--- src/rtl/instr_fetch_unit_pkg.sv ---
// Shared types and defaults for the instruction fetch unit and its prefetch buffer.
package instr_fetch_unit_pkg;

  localparam int PC_W    = 8;
  localparam int INSTR_W = 32;

  localparam int              DEPTH_DEFAULT  = 2;
  localparam logic [PC_W-1:0] END_PC_DEFAULT = 8'd4;

  typedef enum logic [1:0] {
    IDLE  = 2'd0,
    RUN   = 2'd1,
    DRAIN = 2'd2,
    DONE  = 2'd3
  } fetch_state_t;

  // One prefetch buffer entry: the instruction word tagged with its word address.
  typedef struct packed {
    logic [PC_W-1:0]    pc;
    logic [INSTR_W-1:0] instr;
  } fetch_entry_t;

endpackage

--- src/rtl/instr_fetch_unit_fifo.sv ---
// Prefetch buffer: shift-down FIFO whose slot 0 is always the head, so the
// head entry comes straight out of flops. Flush wins over push and pop.
module fetch_fifo
  import instr_fetch_unit_pkg::*;
#(
  parameter int DEPTH = DEPTH_DEFAULT,
  localparam int CW = $clog2(DEPTH + 1),
  localparam int IW = $clog2(DEPTH)
) (
  input  logic         clk,
  input  logic         rst,
  input  logic         push,
  input  fetch_entry_t push_entry,
  input  logic         pop,
  input  logic         flush,
  output fetch_entry_t head,
  output logic [CW-1:0] count
);

  fetch_entry_t  mem      [DEPTH];
  fetch_entry_t  mem_next [DEPTH];
  logic [CW-1:0] count_next;
  logic          do_push;
  logic          do_pop;
  logic [IW-1:0] wr_idx;

  // A pop frees the last occupied slot in the same cycle, so a full buffer
  // still accepts a push when it is also being popped.
  assign do_pop  = pop && (count != '0);
  assign do_push = push && ((count != CW'(DEPTH)) || do_pop);
  assign wr_idx  = IW'(count - CW'(do_pop));
  assign head    = mem[0];

  // Next storage contents: shift down on pop, then write the new entry at the first free slot.
  always_comb begin
    // NOTE: every signal written here gets a default first, otherwise untouched paths infer latches.
    mem_next   = mem;
    count_next = count;
    if (flush) begin
      count_next = '0;
    end else begin
      if (do_pop) begin
        for (int i = 0; i < DEPTH - 1; i++) mem_next[i] = mem[i + 1];
      end
      if (do_push) mem_next[wr_idx] = push_entry;
      count_next = count + CW'(do_push) - CW'(do_pop);
    end
  end

  // Storage and occupancy registers.
  always_ff @(posedge clk or negedge rst) begin
    if (!rst) begin
      // NOTE: storage is reset here because slot 0 drives outputs that must read zero out of reset.
      for (int i = 0; i < DEPTH; i++) mem[i] <= '0;
      count <= '0;
    end else begin
      // NOTE: sequential state uses non-blocking assignments so every flop samples pre-edge values.
      mem   <= mem_next;
      count <= count_next;
    end
  end

endmodule

--- src/rtl/instr_fetch_unit.sv ---
// Instruction fetch unit: walks PC from 0 up to END_PC against a synchronous
// ROM, buffers returned words in a small prefetch FIFO and hands them to the
// core with a valid/ready handshake. A redirect flushes everything and
// restarts at the new address.
module instr_fetch_unit
  import instr_fetch_unit_pkg::*;
#(
  parameter int              DEPTH  = DEPTH_DEFAULT,
  parameter logic [PC_W-1:0] END_PC = END_PC_DEFAULT
) (
  input  logic               clk,
  input  logic               rst,
  input  logic               start,
  output logic [PC_W-1:0]    imem_addr,
  input  logic [INSTR_W-1:0] imem_rdata,
  output logic               instr_valid,
  input  logic               instr_ready,
  output logic [INSTR_W-1:0] instr_data,
  output logic [PC_W-1:0]    instr_pc,
  input  logic               redirect_valid,
  input  logic [PC_W-1:0]    redirect_pc,
  output logic               done
);

  localparam int CW = $clog2(DEPTH + 1);

  fetch_state_t    state;
  fetch_state_t    state_next;
  logic [PC_W-1:0] pc;
  logic [PC_W-1:0] inflight_pc;
  logic            inflight;
  logic [CW-1:0]   count;
  fetch_entry_t    head;
  fetch_entry_t    push_entry;
  logic            active;
  logic            accept_start;
  logic            take_redirect;
  logic            at_end;
  logic            pop;
  logic            push;
  logic            issue;
  logic [CW:0]     credits_used;

  assign active        = (state == RUN) || (state == DRAIN);
  assign accept_start  = start && ((state == IDLE) || (state == DONE));
  assign take_redirect = redirect_valid && active;
  assign at_end        = (pc == END_PC);

  assign instr_valid = (count != '0);
  assign pop         = instr_valid && instr_ready && !take_redirect;
  assign push        = inflight && !take_redirect;
  assign push_entry  = '{pc: inflight_pc, instr: imem_rdata};

  // Credits cover buffered plus in-flight words; the head leaving this cycle
  // frees its slot in time for the word issued now, which keeps one
  // instruction per cycle with only two entries. instr_ready reaches only the
  // D side of the PC flop, so imem_addr stays a pure register output.
  assign credits_used = (CW+1)'(count) + (CW+1)'(inflight) - (CW+1)'(pop);
  assign issue = (state == RUN) && !take_redirect && !at_end &&
                 (credits_used < (CW+1)'(DEPTH));

  assign imem_addr  = pc;
  assign instr_data = head.instr;
  assign instr_pc   = head.pc;

  fetch_fifo #(
    .DEPTH (DEPTH)
  ) u_fifo (
    .clk        (clk),
    .rst        (rst),
    .push       (push),
    .push_entry (push_entry),
    .pop        (pop),
    .flush      (take_redirect),
    .head       (head),
    .count      (count)
  );

  // Next-state decode; a redirect always lands in RUN.
  always_comb begin
    state_next = state;
    unique case (state)
      IDLE:    if (start) state_next = RUN;
      RUN: begin
        if (take_redirect) state_next = RUN;
        else if (at_end)   state_next = DRAIN;
      end
      DRAIN: begin
        if (take_redirect)                      state_next = RUN;
        else if ((count == '0) && !inflight)    state_next = DONE;
      end
      DONE:    if (start) state_next = RUN;
      default: state_next = IDLE;
    endcase
  end

  // State register with a registered done flag that tracks the next state.
  always_ff @(posedge clk or negedge rst) begin
    if (!rst) begin
      state <= IDLE;
      done  <= 1'b0;
    end else begin
      state <= state_next;
      done  <= (state_next == DONE);
    end
  end

  // PC and the single in-flight read tracker; the tag is the address issued this cycle.
  always_ff @(posedge clk or negedge rst) begin
    if (!rst) begin
      pc          <= '0;
      inflight    <= 1'b0;
      inflight_pc <= '0;
    end else begin
      inflight    <= issue;
      inflight_pc <= pc;
      if (accept_start)       pc <= '0;
      else if (take_redirect) pc <= redirect_pc;
      else if (issue)         pc <= pc + 8'd1;
    end
  end

endmodule

--- config.mk ---
export PLATFORM = sky130hd
export DESIGN_NAME = instr_fetch_unit
export DESIGN_NICKNAME = d
export VERILOG_FILES = /design/src/rtl/instr_fetch_unit_pkg.sv /design/src/rtl/instr_fetch_unit_fifo.sv /design/src/rtl/instr_fetch_unit.sv
export SDC_FILE = /design/constraint.sdc
export NUM_CORES = 1
export LEC_CHECK = 0
export ABC_AREA = 1
export CORE_MARGIN = 3
export CORE_UTILIZATION = 35
export CTS_BUF_LIST = sky130_fd_sc_hd__clkbuf_16
export CTS_CLUSTER_DIAMETER = 80
export DETAILED_ROUTE_END_ITERATION = 6
export PLACE_DENSITY = 0.63
export SYNTH_ARGS = -nofsm -noshare
export SYNTH_HDL_FRONTEND = slang
export SYNTH_SLANG_ARGS = --single-unit
--- constraint.sdc ---
create_clock -name clk -period 7.8 [get_ports clk]
set_input_delay 2.34 -clock clk [delete_from_list [all_inputs] [get_ports clk]]
set_output_delay 2.34 -clock clk [all_outputs]
set_load 0.02 [all_outputs]
Word-level counts from Yosys, hierarchy flattened. Cells that the tools add are included.

Register bits: 102. Output and inout bits: 50. Logic and storage cells: 67.

Add/sub/neg operators: 6. Order comparisons: 3. Equal/unequal tests: 6. Mux-type cells: 16. Bitwise operators: 2. Reduce and logical (&&, ||, !) cells: 24.

Operator list (number): two-way mux 40 bit (3); bitwise mux 80 bit (1); two-way mux 80 bit (1); demux 40 bit (select 1 bit) (1); two-way mux 8 bit (3); logical AND 1 bit (12); two-way mux 2 bit (6); adder 8 x 1 -> 8 bit, second input constant (1); == test 8 x 3 -> 1 bit, second input constant (1); == test 2 bit, second input constant (3); case mux 2 bit (3 select lines) (1); zero test 2 bit (2); adder 2 x 1 -> 3 bit (1); zero test 1 bit (3); logical OR 1 bit (3); < comparator 3 x 2 -> 1 bit, second input constant (1); nonzero test 3 bit (1); subtractor 3 x 1 -> 3 bit (1); adder 2 x 1 -> 2 bit (1); == test 2 x 1 -> 1 bit, second input constant (1); greater-or-equal comparator 2 bit, second input constant (1); < comparator 2 x 1 -> 1 bit, second input constant (1); != test 2 bit, second input constant (1); NOT 1 -> 2 bit (1); other kinds (6) (6).

Logic depth before layout (Yosys ltp).
Depth after elaboration: 14. Depth in mapped cells: 19.

By module. Synthesis repeated with hierarchy kept, for this count alone.

Cells, all modules: 740. Area total of the unflattened synthesis: 5590.4 sq um.

By module, submodules not included: fetch_fifo (times used 1, cells each 584, area each 4424.2 sq um, sequential area each 2052.0 sq um); instr_fetch_unit (times used 1, cells each 156, area each 1166.1 sq um, sequential area each 500.5 sq um).

Least setup slack after synthesis. OpenSTA, ideal clock, no wires.

Kind: in2reg. Start: input redirect_valid. End: register pc[6] (netlist: imem_addr[6]). Arrival: 4.527 ns. Required time: 7.735 ns. Path slack: 3.207 ns. Stages: 13. Path through: nand2_2 -> inv_2 -> clkbuf_1 -> nor3_1 -> ha_1 -> or2_2 -> fa_1 -> nand3_1 -> nor2_1 -> nand2_1 -> a21boi_1 -> nand2_1 -> nand2_1.

Cells in the longest elaborated chain, start to end: 7.

RTL lines: start, declared (RTL line instr_fetch_unit.sv:20) `input logic redirect_valid,`; logical AND 1 bit (*) (RTL line instr_fetch_unit.sv:46) `assign take_redirect = redirect_valid && active;`; zero test 1 bit (RTL line instr_fetch_unit.sv:50, instr_fetch_unit.sv:59); logical AND 1 bit (RTL line instr_fetch_unit.sv:50) `assign pop = instr_valid && instr_ready && !take_redirect;`; subtractor 3 x 1 -> 3 bit (RTL line instr_fetch_unit.sv:58) `assign credits_used = (CW+1)'(count) + (CW+1)'(inflight) - (CW+1)'(pop);`; < comparator 3 x 2 -> 1 bit (RTL line instr_fetch_unit.sv:60) `(credits_used < (CW+1)'(DEPTH));`; logical AND 1 bit (RTL line instr_fetch_unit.sv:59) `assign issue = (state == RUN) && !take_redirect && !at_end &&`; nonzero test 3 bit (no line); end signal, assigned (RTL line instr_fetch_unit.sv:118) `else if (take_redirect) pc <= redirect_pc;`; end signal, assigned (RTL line instr_fetch_unit.sv:119) `else if (issue) pc <= pc + 8'd1;`; end, declared (RTL line instr_fetch_unit.sv:29) `logic [PC_W-1:0] pc;`.

Mark *: on every way between the ends. The rest lies on a longest branch, timed or not. A chain may end at the register's enable or synchronous reset.

Worst setup path in the final report. Same ends and word-level chain as after synthesis.

==> flow_summary.yaml <==
sta:
  max_freq_mhz: 197
  worst_pin_slew_ps: 782
  skew_ps: 5.83
  setup_violations: 0
  fin_crit_ps: 5070
  finalCritPeriodShare: 0.650
  rsz0062_at_grt: "false"
  worst_slew_margin_rel: 0.479
  setup_tns_ps: 0
  finalMaxSlewViolations: 0
  hold_viol: 0
  hold-worst-slack_ps: 484
grt:
  grtUsageTotal: 0.143
  grt_pass1_wl_um: 18800
  antenna_found_initial: 0
  grt_overflow: 0
  first_global_vias: 3769
  grt_max_degree: 55
synthesis:
  syn_inst: 676
  synth_flop_cell: "dfrtp_1"
  yosysMostFrequentCell: "nand2_1"
  syn_area_per_cell_um2: 7.63
  netlist_area_um2: 5160
  yosys_warnings: 0
  synth_top_cells_by_area: "dfrtp_1 50%, nand2_1 19%, inv_1 7.6%"
  synthTopCellsByCount: "261 x nand2_1, 104 x inv_1, 102 x dfrtp_1"
  synth_area_leader_cell: "dfrtp_1"
  ys_types: 24
  syn-num-nets: 731
  yosys.area.top_type_share: 0.495
  synth-edff-count: 0
  yosysSeqAreaShare: 0.495
  synthArstFlopShare: 1.00
  ys_seq_elements: 102
final_layout:
  final_nets: 774
  diodes: 0
  final.fill_count: 1439
  final_area_um2: 6220
  area_delta_synth_final_pct: 20.6
  layout-drive-gt1-share: 0.0374
  fin_cells: 902
clocking:
  postCtsHoldBufs: 0
  cts_root_buf: "clkbuf_16"
  clock-sinks: 102
  ctsLongestPathBuffers: 2
  cts_tree: "done"
  post-cts-setup-buffers: 0
  htree_levels: 3
  cts_made_buffers: 9
  clkLatencyLatePin_ps: 330
  clkSlewWorstSetupHoldPaths_ps: 70
  post_cts_resized: 0
setup_path:
  cp_slowest_cell: "fa_1"
  crit_top_cell: "nand2_1"
  cp-start-kind: "primary input"
  critical_path_class: "in -> reg"
  cp.arrival_ps: 5340
  cp.required_ps: 8070
  path_delay_family: "simple AND/OR/NAND/NOR gates"
  critPathCaptureType: "flop"
  critPathBufInv: 2
  crit_fanout: 16
  max_stage_delay_ps: 500
  cp_cell_sequence: "clkdlybuf4s50_1 > nand2_2 > inv_2 > nor3_1 > ha_1 > or2_2 > fa_1 > nand3_1 > nor2_1 > nand2_1 > a21boi_1 > nand2_1 > nand2_1"
placed_design:
  placed_cell_area_um2: 5940
  dpl.hpwl_um: 7150
  dp_cells: 888
  gp_routability_congestion: 0.781
  portBuffers: 94
route:
  drtIter0Drc: 198
  routedWlPerCell_um: 12.1
  vias_per_cell: 4.43
  drt_wl_total_um: 10900
  final_antenna_net_count: 0
  num_vias: 3995
  firstDrtPassIters: 4
  drc_errors: 0
die:
  die_x_um: 127
  die-height_um: 127
  core_region_area_um2: 14100
  num_rows: 43
  io_pins: 95
  start_util: 0.364
  dieArea_um2: 16200
status:
  status: "completed"
power_and_ir_drop:
  cellPowerDensity_nw_per_um2: 372
  p_leak_nw: 3.33
  ir_drop_mv: 0.162
job:
  maxCapViolations: 0
worst_hold_path:
  hp-class: "reg -> reg"
==> layout make-up <==
| type | count | area (um^2) | area share |
|---|---|---|---|
| sequential | 102 | 2550 | 0.411 |
| tap | 180 | 225 | 0.0362 |
| timing repair buffer | 98 | 968 | 0.156 |
| inverter | 108 | 405 | 0.0652 |
| clock inverter | 5 | 52.6 | 0.00845 |
| multi-input combinational | 400 | 1790 | 0.288 |
| clock buffer | 9 | 225 | 0.0362 |
==> tightest hold or removal path: cells and delay by family (launching register included) <==
family	cells	cell delay, ps
flip-flops	1	340
AND/OR/NAND/NOR	1	50
AO/OA/AOI/OAI	1	60
==> through the flow <==
| step | total power, mW | utilization | setup WS (ps) |
|---|---|---|---|
| 2_1_floorplan | 1.64 | - | 3210 |
| 4_1_cts | 2.35 | 0.439 | 2700 |
| 5_1_grt | 2.53 | 0.439 | 2440 |
| 6_report | 2.31 | 0.439 | 2730 |
| 3_5_place_dp | 1.91 | 0.420 | 2340 |
| 3_3_place_gp | 1.89 | 0.420 | 2390 |
==> path summary, 6_finish.rpt <==
kind	slack (ps)	cells after the start	end	from
max reg2reg	4350	15	imem_addr[6]	state[0]
min in group asynchronous	2010	1	u_fifo.head[26]	rst
max	2730	13	imem_addr[6]	redirect_valid
min reg2reg	480	2	flop	flop
max in group asynchronous	4650	2	async pin	rst
min	480	2	flop	flop
==> routing by layer <==
layer / vias to the layer above / GRT usage / part of all wire
li1: 2078 / - / -
met1: 1804 / 0.204 / 0.48
met2: 102 / 0.218 / 0.45
met3: 11 / 0.0263 / 0.052
met4: 0 / 0.0505 / 0.014
met5: - / 0 / 0
==> cells in the final DEF (no fill, tap or decap), types with 2 or more instances in the layout <==
cell type        count
nand2_1            260
inv_1              104
dfrtp_1            102
clkdlybuf4s50_1     93
nand3_1             55
o21ai_0             46
nor2_1              11
ha_1                 9
clkbuf_16            9
buf_4                5
inv_2                4
a21oi_1              3
nand2_2              2
nor3_1               2
xnor2_1              2
nand4_1              2
o21bai_1             2
clkinv_2             2
==> report_power, final <==
group	switching, mW	internal [mW]
combinational	0.593	0.411
sequential	0.136	0.743
clock	0.185	0.243
total	0.913	1.40
==> cell families (layout without fill, tap and decap cells) <==
family	after synthesis	count (layout)	synth area share
fa+ha+maj	10	10	0.0257
compound gates	52	52	0.0519
simple gates	335	335	0.263
xor+xnor	3	3	0.00510
buf+inv	174	220	0.160
flops	102	102	0.495
Power figures use the tool's default switching activity.
